### src/rtl/store_buffer_pkg.sv
// Shared encodings for the store buffer: access sizes, base byte masks,
// default depth and flush FSM states.
package store_buffer_pkg;

    localparam logic [1:0] SZ_B = 2'b00;
    localparam logic [1:0] SZ_H = 2'b01;
    localparam logic [1:0] SZ_W = 2'b10;
    localparam logic [1:0] SZ_D = 2'b11;

    localparam logic [7:0] MASK_B = 8'h01;
    localparam logic [7:0] MASK_H = 8'h03;
    localparam logic [7:0] MASK_W = 8'h0F;
    localparam logic [7:0] MASK_D = 8'hFF;

    localparam int DEFAULT_DEPTH = 4;

    localparam logic [1:0] ST_RUN   = 2'd0;
    localparam logic [1:0] ST_FLUSH = 2'd1;
    localparam logic [1:0] ST_DONE  = 2'd2;

    function automatic logic [7:0] base_mask(input logic [1:0] size);
        case (size)
            SZ_B:    return MASK_B;
            SZ_H:    return MASK_H;
            SZ_W:    return MASK_W;
            SZ_D:    return MASK_D;
            default: return MASK_D;
        endcase
    endfunction

endpackage

### src/rtl/store_align.sv
// Places a right-justified store into its byte lanes of an 8-byte beat and
// flags accesses that are not naturally aligned to their size.
module store_align
    import store_buffer_pkg::*;
#(
    parameter int DW = 64
) (
    input  logic [2:0]    addr_lo,
    input  logic [DW-1:0] st_data,
    input  logic [1:0]    st_size,
    output logic [DW-1:0] wdata,
    output logic [7:0]    wmask,
    output logic          misaligned
);

    // Lane shift, byte-enable generation and natural-alignment check
    always_comb begin
        wdata = st_data << {addr_lo, 3'b000};
        wmask = base_mask(st_size) << addr_lo;
        case (st_size)
            SZ_B:    misaligned = 1'b0;
            SZ_H:    misaligned = (addr_lo[0] != 1'b0);
            SZ_W:    misaligned = (addr_lo[1:0] != 2'b00);
            SZ_D:    misaligned = (addr_lo != 3'b000);
            default: misaligned = 1'b0;
        endcase
    end

endmodule

### src/rtl/store_buffer.sv
// Store buffer: aligns stores into masked 8-byte beats, queues them and drains
// to memory, with fence-style flush. Optional load-hazard port under STORE_FWD_EN.
module store_buffer
    import store_buffer_pkg::*;
#(
    parameter int DEPTH = DEFAULT_DEPTH,
    parameter int AW    = 64,
    parameter int DW    = 64
) (
    input  logic          clk,
    input  logic          rst,
    input  logic          st_valid,
    output logic          st_ready,
    input  logic [AW-1:0] st_addr,
    input  logic [DW-1:0] st_data,
    input  logic [1:0]    st_size,
    input  logic          flush_req,
    output logic          flush_done,
    output logic          mem_wvalid,
    input  logic          mem_wready,
    output logic [AW-1:0] mem_waddr,
    output logic [DW-1:0] mem_wdata,
    output logic [7:0]    mem_wmask,
    output logic          misalign_err,
`ifdef STORE_FWD_EN
    input  logic [AW-1:0] ld_addr,
    output logic          ld_hazard,
`endif
    output logic          empty
);

    localparam int IW = $clog2(DEPTH);
    localparam int PW = IW + 1;
    localparam logic [PW-1:0] PTR_ONE = {{(PW-1){1'b0}}, 1'b1};

    logic [AW-4:0]   addr_q_r [DEPTH];
    logic [DW-1:0]   data_q_r [DEPTH];
    logic [7:0]      mask_q_r [DEPTH];
    logic [PW-1:0]   wr_ptr_r;
    logic [PW-1:0]   rd_ptr_r;
    logic [1:0]      state_r;
    logic [1:0]      state_nxt_s;
    logic            misalign_err_r;
    logic [DW-1:0]   wdata_s;
    logic [7:0]      wmask_s;
    logic            misaligned_s;
    logic            full_s;
    logic            empty_s;
    logic            enq_s;
    logic            pop_s;
    logic            last_pop_s;
    logic [IW-1:0]   rd_idx_s;

    store_align #(.DW(DW)) u_align (
        .addr_lo    (st_addr[2:0]),
        .st_data    (st_data),
        .st_size    (st_size),
        .wdata      (wdata_s),
        .wmask      (wmask_s),
        .misaligned (misaligned_s)
    );

    assign empty_s    = (wr_ptr_r == rd_ptr_r);
    assign full_s     = (wr_ptr_r[PW-1] != rd_ptr_r[PW-1]) &&
                        (wr_ptr_r[IW-1:0] == rd_ptr_r[IW-1:0]);
    assign st_ready   = !full_s && (state_r == ST_RUN);
    assign enq_s      = st_valid && st_ready && !misaligned_s;
    assign pop_s      = !empty_s && mem_wready;
    assign last_pop_s = pop_s && (wr_ptr_r == (rd_ptr_r + PTR_ONE));
    assign rd_idx_s   = rd_ptr_r[IW-1:0];

    assign mem_wvalid   = !empty_s;
    assign mem_waddr    = {addr_q_r[rd_idx_s], 3'b000};
    assign mem_wdata    = data_q_r[rd_idx_s];
    assign mem_wmask    = mask_q_r[rd_idx_s];
    assign empty        = empty_s;
    assign flush_done   = (state_r == ST_DONE);
    assign misalign_err = misalign_err_r;

    // Payload storage; contents are only meaningful between the pointers, so no reset
    always_ff @(posedge clk) begin
        if (enq_s) begin
            addr_q_r[wr_ptr_r[IW-1:0]] <= st_addr[AW-1:3];
            data_q_r[wr_ptr_r[IW-1:0]] <= wdata_s;
            mask_q_r[wr_ptr_r[IW-1:0]] <= wmask_s;
        end
    end

    // Queue pointers
    always_ff @(posedge clk or posedge rst) begin
        if (rst) begin
            wr_ptr_r <= {PW{1'b0}};
            rd_ptr_r <= {PW{1'b0}};
        end else begin
            if (enq_s) begin
                wr_ptr_r <= wr_ptr_r + PTR_ONE;
            end
            if (pop_s) begin
                rd_ptr_r <= rd_ptr_r + PTR_ONE;
            end
        end
    end

    // Flush sequencing: a pop that empties the queue ends FLUSH without an idle cycle
    always_comb begin
        state_nxt_s = state_r;
        case (state_r)
            ST_RUN: begin
                if (flush_req) state_nxt_s = ST_FLUSH;
                else           state_nxt_s = ST_RUN;
            end
            ST_FLUSH: begin
                if (empty_s || last_pop_s) state_nxt_s = ST_DONE;
                else                       state_nxt_s = ST_FLUSH;
            end
            ST_DONE: state_nxt_s = ST_RUN;
            default: state_nxt_s = ST_RUN;
        endcase
    end

    // FSM state and the registered misalignment pulse
    always_ff @(posedge clk or posedge rst) begin
        if (rst) begin
            state_r        <= ST_RUN;
            misalign_err_r <= 1'b0;
        end else begin
            state_r        <= state_nxt_s;
            misalign_err_r <= st_valid && st_ready && misaligned_s;
        end
    end

`ifdef STORE_FWD_EN
    logic [PW-1:0] occ_s;
    logic          unused_ld_lo_s;
    assign occ_s          = wr_ptr_r - rd_ptr_r;
    assign unused_ld_lo_s = ^ld_addr[2:0];

    // Compare the load's beat address against every occupied entry
    always_comb begin
        ld_hazard = 1'b0;
        for (int k = 0; k < DEPTH; k++) begin
            ld_hazard = ld_hazard |
                ((PW'(k) < occ_s) &&
                 (addr_q_r[rd_idx_s + IW'(k)] == ld_addr[AW-1:3]));
        end
    end
`endif

endmodule

### config.mk
export PLATFORM = sky130hd
export DESIGN_NAME = store_buffer
export DESIGN_NICKNAME = d
export VERILOG_FILES = /design/src/rtl/store_buffer_pkg.sv /design/src/rtl/store_align.sv /design/src/rtl/store_buffer.sv
export SDC_FILE = /design/constraint.sdc
export NUM_CORES = 1
export LEC_CHECK = 0
export ABC_AREA = 1
export ABC_CLOCK_PERIOD_IN_PS = 8730
export BUFFER_PORTS_ARGS = -buffer_cell sky130_fd_sc_hd__buf_4
export CORE_MARGIN = 3
export CORE_UTILIZATION = 30
export DETAILED_ROUTE_END_ITERATION = 6
export SLEW_MARGIN = 5
export SYNTH_ARGS = -nofsm -noshare
export SYNTH_HDL_FRONTEND = slang
export SYNTH_SLANG_ARGS = --single-unit
### constraint.sdc
create_clock -name clk -period 8.73 [get_ports clk]
set_input_delay 0.873 -clock clk [delete_from_list [all_inputs] [get_ports clk]]
set_output_delay 0.873 -clock clk [all_outputs]
set_load 0.05 [all_outputs]
==> metrics.sh <==
GRT_SETUP_UNREPAIRED='false'
CLKLATENCYLATEPIN_PS=600
SYNTH_SEQ_CELLS=541
CTS_BUFFERS=57
SYNTH.AREA.MUX_SHARE=0.007775
TRITONCTS='done'
ROWS=98
GRT_ANTENNA_BEFORE_REPAIR=0
DIE_WIDTH_UM=276.1
POWER.LEAKAGE_nW=9.292
TIMING.CRITICAL_PATH.FROM='rd_ptr_r[0]'
YOSYSWARNINGS=0
CP-START-KIND='register'
GLOBALROUTETOTALUTIL=0.1547
NETLIST.TOP_CELL.BY_AREA='sky130_fd_sc_hd__edfxtp_1'
LARGEST_FAMILY_OF_LOGIC_CELLS_BY_SYNTHESIZED_AREA='compound AO/OA/AOI/OAI gates'
CHIPHEIGHT_UM=276.1
1ST_ITER_DRT_VIOLS=1513
CLK_PIN_SLEW_PS=60
CLOCK_PATH_BUFFERS=3
ROUTE.FINAL.WIRE_LENGTH_UM=61670
SYNTH-ADDER-AREA-SHARE=0.002858
POWER.TOTAL_mW=9.881
PATH_MAX_FANOUT=165
DRTPASS1ITERATIONS=7
GRT_REMAINING_OVERFLOW=0
ROUTE.DETAILED.VIAS_PER_INST=4.958
NUMBER_OF_MAX_CAPACITANCE_VIOLATIONS_REPORTED=0
FINAL_LAYOUT_SIZE_SUFFIX_GT1_FRAC=0.1876
YOSYS.AREA.TOP_TYPE_SHARE=0.7299
CRITICALPATHCATEGORY='register to primary output'
DETAIL_ROUTE.DRC_VIOLATIONS=0
P_R_AREA_GROWTH_VS_SYN_PCT=21.28
IO_BUFFERS=272
NETS=2122
SYNTH_CELL_AREA_SQ_MM=0.02189
HOLD_VIOL_FINAL=0
DETAIL_PLACEMENT_HPWL_UM=38370
FINALHOLDWORSTSLACK_PS=282.7
VDD_DROP_MAX_uV=257.8
UTILIZATION=0.3694
FINAL_MAX_SLEW_VIOL_COUNT=0
GRT_PASS1_VIAS=14100
CRITPATHREQUIREDTIME_PS=7860
CRIT-REG2REG-LAUNCH='rd_ptr_r[0]'
MAX_FREQ_GHz=0.2008
INITIAL_UTILIZATION=0.3046
POWER_DENSITY_mW_PER_MM2=372.2
ROUTE.VIAS.TOTAL=14750
CTS_POST_SETUP_BUFFERS_INSERTED=0
REG2REGPATHDEPTH=9
END_KIND='primary output'
DIE-AREA_SQ_MM=0.07623
SETUP.WORST_PATH.END='mem_wdata[29]'
SYNTHDISTINCTLIBCELLS=27
SYNTH_COMPOUND_GATE_AREA_SHARE=0.1186
WL_PER_CELL_UM=20.72
WORST-R2R-SETUP-SLACK_PS=4330
SYN-MEAN-INSTANCE-AREA_SQ_UM=12.46
WORST_SLEW_PIN_SLEW_PS=1236
NFILLCELLS=6986
GRT_FIRST_PASS_WIRELENGTH_UM=91220
FP.COREAREA_SQ_MM=0.07185
INSERTEDDIODECOUNT=0
FIN_TNS_SETUP_PS=0
WORSTPATHARRIVAL_PS=4110
NETLIST_INSTANCES=1756
LAYOUT_WORST_PATH_CYCLE_SHARE=0.5705
TIMING.HOLD.WORST.CLASS='input port to async pin'
TIMING.SLEW.HEADROOM=0.1670
CTS.SINKS=541
DRTANTENNAVIOLNETS=0
BOUNDARYPINS=276
CTSHOLDBUFFERS=0
SETUP_VIOL=0
R2R_END='data_q_r[1][17]'
SYNTHSIMPLEGATEAREAFRAC=0.09655
CTSRESIZECOUNT=0
CTS_ROOT_BUF='sky130_fd_sc_hd__clkbuf_16'
STATUS='completed'
SYNTH_TOP_CELLS_BY_AREA='sky130_fd_sc_hd__edfxtp_1, sky130_fd_sc_hd__o21ai_0, sky130_fd_sc_hd__nor2_1'
GRT_MAX_DEGREE=196
SYNTH_SEQ_AREA_SHARE=0.7402
CLK_SKEW_PS=25.12
FINAL_PERIOD_MINUS_WORST_SETUP_SLACK_PS=4980
ROUTABILITYCONGESTION=0.9000
CTS_HTREE_LEVELS=2
SYNTH_XOR_XNOR_AREA_SHARE=0.0008003
==> cell usage after synthesis (all sizes together) <==
cell and count:
conb 1, xor2 2, nand3 52, nor2 318
mux2i 17, clkbuf 82, nand4 1, buf 40
or2 7, a21oi 1, edfxtp 532, inv 50
nand2 159, a22oi 1, o21a 1, o22ai 141
a21boi 2, dfrtp 9, o211ai 1, ha 5
o21ai 334
==> registers in the layout, summed over array words and instances (netlist names) <==
name,count
addr_q_r,244
data_q_r,256
mask_q_r,32
misalign_err,1
rd_ptr_r,3
state_r,2
wr_ptr_r,3
==> stage by stage <==
step	cell area, sq um	setup WS [ps]	instances
floorplan	21890	865.7	1758
global placement	24760	4328	2873
detailed placement	24760	4308	2873
CTS	26550	3709	2976
global route	26550	3449	2976
finish	26550	3750	2976
==> final cells by class <==
type                       instances  area [sq um]  area share
sequential                       541         16210      0.6106
multi-input combinational       1045          5001      0.1884
timing repair buffer             287          2167     0.08164
clock buffer                      73          1508     0.05680
tap                              950          1189     0.04478
clock inverter                    30         275.3     0.01037
inverter                          50         197.7    0.007447
==> worst max-delay path: stages (launching register included) <==
cell	delay, ps
sky130_fd_sc_hd__dfrtp_4	770
sky130_fd_sc_hd__inv_8	680
sky130_fd_sc_hd__buf_4	950
sky130_fd_sc_hd__o21ai_0	170
sky130_fd_sc_hd__o22ai_1	420
sky130_fd_sc_hd__buf_4	290
==> cells by family (layout without fill, tap and decap cells) <==
group	Yosys count	after routing
AND/OR/NAND/NOR	537	537
XOR/XNOR	2	2
AO/OA/AOI/OAI	481	481
multiplexers	17	17
other	1	3
buffers and inverters	172	440
adder cells (fa/ha/maj)	5	5
flip-flops	541	541
==> cells in the final DEF (no fill, tap or decap), types with 3 or more instances in the layout <==
master and n:
sky130_fd_sc_hd__nor2_1 314, sky130_fd_sc_hd__clkbuf_16 58, sky130_fd_sc_hd__buf_4 286, sky130_fd_sc_hd__inv_1 47
sky130_fd_sc_hd__nand2_1 158, sky130_fd_sc_hd__nor2_4 4, sky130_fd_sc_hd__or2_2 7, sky130_fd_sc_hd__clkinv_2 8
sky130_fd_sc_hd__edfxtp_1 532, sky130_fd_sc_hd__conb_1 3, sky130_fd_sc_hd__clkinv_1 14, sky130_fd_sc_hd__dfrtp_1 7
sky130_fd_sc_hd__mux2i_1 17, sky130_fd_sc_hd__o22ai_1 141, sky130_fd_sc_hd__bufinv_16 5, sky130_fd_sc_hd__ha_1 5
sky130_fd_sc_hd__nand3_1 50, sky130_fd_sc_hd__clkbuf_1 15, sky130_fd_sc_hd__o21ai_0 334
==> where the power goes <==
part | switching [mW] | internal (mW)
clock | 0.961 | 1.36
combinational | 3.25 | 1.07
sequential | 0.150 | 3.09
==> worst min path at each step <==
stage,start,to,slack [ps]
2_1_floorplan,rd_ptr_r[2],rd_ptr_r[2],520
3_3_place_gp,rd_ptr_r[2],rd_ptr_r[2],540
3_5_place_dp,rd_ptr_r[2],rd_ptr_r[2],560
4_1_cts,rst,rd_ptr_r[1],250
5_1_grt,rst,wr_ptr_r[2],280
6_report,rst,rd_ptr_r[1],280
==> layer usage <==
layer  global-route usage  share of wire  vias up
met4              0.03886          0.020        0
met1               0.2154           0.44     7272
li1                     -              -     6845
met3              0.02744          0.066       78
met5                    0              0        -
met2               0.2508           0.48      559
Note: power is estimated with default switching activity, not from simulation.
